### src/rtl/synaptic_proc_unit_pkg.sv
// Shared widths and one-hot state encoding for the synaptic processing unit.
package synaptic_proc_unit_pkg;

    localparam int SPU_DATA_W = 17;
    localparam int SPU_TAG_W  = 1;

    typedef enum logic [4:0] {
        ST_WAIT  = 5'b00001,
        ST_DEQ   = 5'b00010,
        ST_FETCH = 5'b00100,
        ST_ADD   = 5'b01000,
        ST_WB    = 5'b10000
    } spu_state_e;

endpackage

### src/rtl/synaptic_proc_unit_sat_adder.sv
// Two's-complement adder that clamps to the most positive / most negative word on overflow.
module spu_sat_adder #(
    parameter int DATA_W = 17
) (
    input  logic [DATA_W-1:0] a,
    input  logic [DATA_W-1:0] b,
    output logic [DATA_W-1:0] sum
);

    logic [DATA_W-1:0] raw;
    logic              ovf;

    assign raw = a + b;
    // Overflow only when both operands share a sign and the result flips it.
    assign ovf = (a[DATA_W-1] == b[DATA_W-1]) && (raw[DATA_W-1] != a[DATA_W-1]);

    always_comb begin
        sum = raw;
        if (ovf) begin
            sum = a[DATA_W-1] ? {1'b1, {(DATA_W-1){1'b0}}} : {1'b0, {(DATA_W-1){1'b1}}};
        end
    end

endmodule

### src/rtl/synaptic_proc_unit.sv
// Dequeues a spike source tag and accumulates weight[src][dst] into i_next[dst] for every dst.
module synaptic_proc_unit
    import synaptic_proc_unit_pkg::*;
#(
    parameter int DATA_W = SPU_DATA_W,
    parameter int TAG_W  = SPU_TAG_W
) (
    input  logic              clk,
    input  logic              asyn_reset,
    input  logic              fifo_empty,
    input  logic [DATA_W-1:0] weight_in,
    input  logic [DATA_W-1:0] i_next_in,
    input  logic [TAG_W-1:0]  src_tag_in,
    output logic [4:0]        state,
    output logic              req_write_i_next,
    output logic              req_deq,
    output logic              busy,
    output logic [DATA_W-1:0] i_next_out,
    output logic [TAG_W-1:0]  src_tag_out,
    output logic [TAG_W-1:0]  dst_tag_out
);

    localparam logic [TAG_W-1:0] LAST_TAG = {TAG_W{1'b1}};

    spu_state_e        st;
    logic [DATA_W-1:0] weight_q;
    logic [DATA_W-1:0] i_next_q;
    logic [DATA_W-1:0] sum;

    spu_sat_adder #(.DATA_W(DATA_W)) u_add (
        .a   (weight_q),
        .b   (i_next_q),
        .sum (sum)
    );

    assign state = st;
    assign busy  = (st != ST_WAIT);

    // Strobes are set on the transition into their state so they are registered Moore outputs.
    always_ff @(posedge clk or negedge asyn_reset) begin
        if (!asyn_reset) begin
            st               <= ST_WAIT;
            req_deq          <= 1'b0;
            req_write_i_next <= 1'b0;
            i_next_out       <= '0;
            src_tag_out      <= '0;
            dst_tag_out      <= '0;
            weight_q         <= '0;
            i_next_q         <= '0;
        end else begin
            req_deq          <= 1'b0;
            req_write_i_next <= 1'b0;
            case (st)
                ST_WAIT: begin
                    dst_tag_out <= '0;
                    if (!fifo_empty) begin
                        st      <= ST_DEQ;
                        req_deq <= 1'b1;
                    end
                end
                ST_DEQ: begin
                    src_tag_out <= src_tag_in;
                    st          <= ST_FETCH;
                end
                ST_FETCH: begin
                    weight_q <= weight_in;
                    i_next_q <= i_next_in;
                    st       <= ST_ADD;
                end
                ST_ADD: begin
                    i_next_out       <= sum;
                    req_write_i_next <= 1'b1;
                    st               <= ST_WB;
                end
                ST_WB: begin
                    if (dst_tag_out == LAST_TAG) begin
                        dst_tag_out <= '0;
                        st          <= ST_WAIT;
                    end else begin
                        dst_tag_out <= dst_tag_out + 1'b1;
                        st          <= ST_FETCH;
                    end
                end
                default: st <= ST_WAIT;
            endcase
        end
    end

endmodule

### config.mk
export PLATFORM = sky130hd
export DESIGN_NAME = synaptic_proc_unit
export DESIGN_NICKNAME = d
export VERILOG_FILES = /design/src/rtl/synaptic_proc_unit_pkg.sv /design/src/rtl/synaptic_proc_unit_sat_adder.sv /design/src/rtl/synaptic_proc_unit.sv
export SDC_FILE = /design/constraint.sdc
export NUM_CORES = 1
export LEC_CHECK = 0
export CORE_ASPECT_RATIO = 0.7
export CORE_MARGIN = 5
export CORE_UTILIZATION = 47
export DETAILED_ROUTE_END_ITERATION = 8
export PLACE_DENSITY = 0.83
export SYNTH_ARGS = -nofsm -noshare
export SYNTH_HDL_FRONTEND = slang
export SYNTH_SLANG_ARGS = --single-unit
### constraint.sdc
create_clock -name clk -period 2.25 [get_ports clk]
set_input_delay 0.675 -clock clk [delete_from_list [all_inputs] [get_ports clk]]
set_output_delay 0.675 -clock clk [all_outputs]
set_load 0.005 [all_outputs]
## Word-level counts from Yosys, hierarchy flattened

Cells that the tools add are included.

- Register bits: 60
- Memories kept: 0
- ROM bits: 0
- Bits of input ports: 38
- RAM bits: 0
- Bits in latches: 0

- $add $sub $neg: 2
- Mux-type cells: 10
- Shift-type cells: 0
- Bitwise operators: 0
- Equality and inequality tests: 9
- Magnitude comparators: 0
- Div/mod/pow operators: 0
- Reductions and logical operators: 2
- $mul: 0

Operator list:

| cell | number |
|---|---|
| 17-bit 2-to-1 mux | 2 |
| 5-bit case mux with 5 select lines | 1 |
| 17-bit adder | 1 |
| 5-bit by 1-bit == test with 1-bit output (second input constant) | 1 |
| 5-bit by 2-bit == test with 1-bit output (second input constant) | 1 |
| 5-bit by 3-bit == test with 1-bit output (second input constant) | 1 |
| 5-bit by 4-bit == test with 1-bit output (second input constant) | 1 |
| 5-bit == test (second input constant) | 1 |
| 5-bit 2-to-1 mux | 1 |
| 5-bit by 1-bit != test with 1-bit output (second input constant) | 1 |
| 1-bit 2-to-1 mux | 4 |
| 3-bit 2-to-1 mux | 1 |
| 2-bit != test (second input constant) | 1 |
| 1-bit case mux with 2 select lines | 1 |
| 2-bit nonzero test | 1 |
| 1-bit adder (second input constant) | 1 |
| 1-bit == test | 1 |
| 1-bit logical AND | 1 |
| 1-bit != test | 1 |

## Logic depth before layout (Yosys ltp)

Gate-level depths: netlist of run 1.

- Depth in word-level cells: 4
- Mapped depth: 11
- Depth with buffers taken out: 10

## Cells and area by module

Synthesis of run 1 repeated with hierarchy kept, for this count alone.

- Cell total of the unflattened synthesis: 317
- Area, all modules: 3644.7 um^2

Modules (own cells, without submodules):

| module | area an instance (um^2) | cells each | times used | seq. area each (um^2) |
|---|---|---|---|---|
| synaptic_proc_unit | 2404.8 | 149 | 1 | 1502.7 |
| spu_sat_adder | 1239.9 | 168 | 1 | 0.0 |

## Worst setup path before layout of run 1

OpenSTA, ideal clock, no wires.

- Path kind: register to register
- From: register i_next_q[0]
- To: register i_next_out[5]
- Required time: 2.186 ns
- Slack: -0.207 ns
- Arrival time: 2.394 ns
- Path buffers: 1
- Stages on the path, launching flop included: 12
- Cell sequence: dfrtp_1 > ha_1 > inv_1 > fa_1 > and2b_4 > o2111ai_4 > a31oi_4 > a311oi_2 > o32a_2 > buf_6 > a21oi_1 > a22o_2

- Longest elaborated chain between the ends: 4

Ends and longest elaborated chain:

| what | line | source |
|---|---|---|
| start, declared | synaptic_proc_unit.sv:27 | `logic [DATA_W-1:0] i_next_q;` |
| start signal, assigned | synaptic_proc_unit.sv:67 | `i_next_q <= i_next_in;` |
| 17-bit adder * | synaptic_proc_unit_sat_adder.sv:13 | `assign raw = a + b;` |
| 1-bit != test | synaptic_proc_unit_sat_adder.sv:15 | `assign ovf = (a[DATA_W-1] == b[DATA_W-1]) && (raw[DATA_W-1] != a[DATA_W-1]);` |
| 1-bit logical AND | synaptic_proc_unit_sat_adder.sv:15 |  |
| 17-bit 2-to-1 mux * | synaptic_proc_unit_sat_adder.sv:19 | `if (ovf) begin` |
| end signal, assigned | synaptic_proc_unit.sv:71 | `i_next_out <= sum;` |
| end, declared | synaptic_proc_unit.sv:18 | `output logic [DATA_W-1:0] i_next_out,` |

Every way passes the cells marked *; elsewhere a longest branch is shown, timed or not.
A chain may end at the register's enable or synchronous reset.

## Worst setup path after layout of run 1

- From: register weight_q[0]
- To: register i_next_out[11]

- Longest elaborated chain between the ends: 4

Ends and longest elaborated chain:

| what | line | source |
|---|---|---|
| start, declared | synaptic_proc_unit.sv:26 | `logic [DATA_W-1:0] weight_q;` |
| start signal, assigned | synaptic_proc_unit.sv:66 | `weight_q <= weight_in;` |
| 17-bit adder * | synaptic_proc_unit_sat_adder.sv:13 |  |
| 1-bit != test | synaptic_proc_unit_sat_adder.sv:15 |  |
| 1-bit logical AND | synaptic_proc_unit_sat_adder.sv:15 |  |
| 17-bit 2-to-1 mux * | synaptic_proc_unit_sat_adder.sv:19 |  |

Marked as above.

==> metrics.md, run 1 <==
| Metric | Value |
|---|---|
| Status | `finished, violations left` |
| Violated checks | `negative setup slack` |
| Yosys warning total | `0` |
| CTS Hold Buffers Added | `0` |
| Max transition margin | `0.596` |
| Number of max-slew violations in the final report | `0` |
| HP Class | `in2async` |
| Antenna Diode Count | `0` |
| Mux share of post-synthesis cell area | `0.00943` |
| Pre-CTS setup slack | `-0.316 ns` |
| Clock sink count | `60` |
| Yosys reg bits | `60` |
| WL/cell | `14.8 um` |
| Worst-skew pair later-pin latency | `0.34 ns` |
| Average size of a mapped cell | `9.04 um^2` |
| Area contributors post-synth | `dfrtp_1, nand2_1, ha_1` |
| Initial antenna violation count | `0` |
| Total Die Area | `8860 um^2` |
| Sequential-to-total area share from yosys stat | `0.453` |
| GRT Total Usage | `0.193` |
| CP Data Arrival Time | `2.85 ns` |
| Share of layout cells above drive strength 1 | `0.185` |
| Layout Nets | `515` |
| Clk buf depth | `2` |
| First-pass GRT wire length | `14100 um` |
| CTS root buf | `clkbuf_8` |
| WL final | `8300 um` |
| Worst-path clk slew | `0.07 ns` |
| Final period util | `1.15` |
| CTS tree | `yes` |
| Antenna Nets Post-Route | `0` |
| Setup slack after layout | `-0.338 ns` |
| Adder-cell share of the synthesized area | `0.0664` |
| Routed vias/inst | `5.34` |
| Gate Count Post-Synth | `367` |
| CTS buffer count | `9` |
| DRC viols | `0` |
| Setup TNS | `-4.97 ns` |
| Post-Synth Simple-Gate Area | `0.200` |
| Ys async rst share | `1.00` |
| LEAKAGE | `2.06 nW` |
| Worst-Margin Slew | `0.606 ns` |
| Startpoint Class | `register` |
| Post-synth top area share | `0.445` |
| Setup-failing EPs final | `17` |
| Synthesized area | `3320 um^2` |
| EDFF count, synth | `0` |
| Pin count of the biggest net entering global routing | `53` |
| Die Y | `80.3 um` |
| Critical path startpoint | `weight_q[0]` |
| HPWL after DPL | `6030 um` |
| Ports | `65` |
| Routability congestion estimate from global placement | `0.898` |
| Final Skew | `0.00821 ns` |
| Power Density | `1750 nW/um^2` |
| Max cap viols | `0` |
| Final hold violation count | `0` |
| Area Overhead vs Synth | `37.1%` |
| Synth Area in XOR/XNOR | `0.0370` |
| Min cycle time layout | `2.59 ns` |
| Number of global-route vias before repair | `2979` |
| Post-synthesis compound-gate area fraction | `0.204` |
| GRT Residual Overflow | `0` |
| R2R Path Start | `weight_q[0]` |
| Combinational family with the most area after synthesis | `compound AO/OA/AOI/OAI gates` |
| Htree depth | `3` |
| R2R Setup Slk | `-0.34 ns` |
| CP required | `2.51 ns` |
| Max VDD drop | `0.709 mV` |
| Crit end category | `register` |
| Crit-path max FO | `6` |
| IO buf count | `64` |
| Die width | `110 um` |
| Maximum clock frequency | `386 MHz` |
| Main synth FF type | `dfrtp_1` |
| Mapped Nets | `422` |
| Core Rows | `25` |
| Count of cell types in the netlist | `56` |
| Yosys top cell by area | `dfrtp_1` |
| Critical path type | `reg2reg` |
| DRT Pass-1 Iters | `5` |
| Starting density of the core | `0.486` |
| Core ar. | `6820 um^2` |
| Via count | `2985` |
| RSZ-0062 raised after global routing | `true` |
| 1st-iter DRT viols | `163` |
[path summary, 6_finish.rpt]
path / end / cells after the start
setup / recovery: i_next_out[11] / 12
hold / removal: i_next_out[16] / 1
setup reg to reg: i_next_out[11] / 12
hold reg to reg: i_next_q[14] / 2
max in group asynchronous: i_next_q[8] / 2
min in group clk: i_next_q[14] / 2
[sequential cells by signal (all words and copies together) (netlist names)]
signal            count
req_write_i_next      1
req_deq               1
i_next_out           17
state                 5
dst_tag_out           1
weight_q             17
src_tag_out           1
i_next_q             17
[cells in the final DEF, fill, tap and decap left out, drive strengths merged, types with 6 or more instances in the layout]
master         count
ha                16
a21oi             21
xor2               6
clkdlybuf4s50     62
nor3               9
inv                8
nor2              13
nand2            112
o21ai             31
xnor2              8
clkbuf            12
a22o              11
o21a               6
buf               32
dfrtp             59
[per-layer routing]
metal | up-vias | track usage | wire [um]
met5 | - | 0 | 0
met1 | 1408 | 0.257 | 3910
met2 | 111 | 0.311 | 3710
met4 | 0 | 0.0308 | 30
li1 | 1463 | - | -
met3 | 3 | 0.0700 | 647
[where the power goes]
group | switching [W] | leakage (nW) | internal [W]
logic | 0.00267 | 1.22 | 0.00232
registers | 0.000339 | 0.734 | 0.00154
clock network | 0.000416 | 0.107 | 0.000653
[what timing repair did]
action | CTS | global route
gates cloned | 1 | 0
pin swaps | 4 | 9
endpoints found under the hold margin | 0 | 0
setup endpoints to repair | 18 | 18
gates resized for setup | 18 | 16
buffers inserted | 4 | 3
[metrics by stage]
step	area, um^2	utilization	hold slack (ns)	std cells	power [W]
after floorplan	3320	-	0.379	367	0.00481
after global placement	4200	0.615	0.466	535	0.00614
after detailed placement	4200	0.615	0.474	535	0.00634
after CTS	4480	0.657	0.188	556	0.00765
after global routing	4550	0.667	0.190	559	0.00850
final	4550	0.667	0.191	559	0.00794
[synth_stat cells (2+ instances only)]
library cell / count
nand2_1: 112
dfrtp_1: 59
o21ai_0: 26
a21oi_1: 20
ha_1: 16
nor2_1: 12
nor3_1: 9
xnor2_1: 8
clkbuf_1: 7
inv_1: 7
a22o_2: 6
xor2_1: 6
a22o_1: 5
o21a_1: 5
a21boi_0: 4
buf_1: 4
nand3_1: 4
nor2b_1: 4
o21ai_1: 4
a31oi_1: 3
nand2b_1: 3
nand3b_1: 3
a211oi_1: 2
a21o_1: 2
buf_6: 2
mux2i_1: 2
o31ai_1: 2
or3_1: 2
[worst max-delay path, stage by stage, from the launching register on]
cell and delay [ns]:
dfrtp_1 0.36, ha_2 0.19, inv_2 0.04, fa_2 0.33, and2b_4 0.27, o2111ai_4 0.17, a31oi_4 0.23, a311oi_2 0.14
buf_4 0.16, o32ai_2 0.21, buf_4 0.19, nor3_2 0.05, nor3_2 0.16
[layout make-up]
type,instances,area (um^2)
timing repair buffer,95,881
sequential,60,1500
clock buffer,12,145
tap,94,118
fill,562,2270
clock inverter,4,72.6
inverter,8,30.0
multi-input combinational,286,1800
[cells by family after synthesis]
logic type	count (synthesis)
multiplexers	3
buffers and inverters	22
XOR/XNOR	14
AO/OA/AOI/OAI	95
adder cells (fa/ha/maj)	17
flip-flops	60
AND/OR/NAND/NOR	156
No activity file was read; power rests on OpenSTA's default activity.
==> run 2: changes to the inputs <==
- ABC_CLOCK_PERIOD_IN_PS: unset -> 2250
- GPL_ROUTABILITY_DRIVEN: unset -> 0
==> results of run 2 <==
Same layout as run 1: the final DEF is identical, and so are final timing and power.
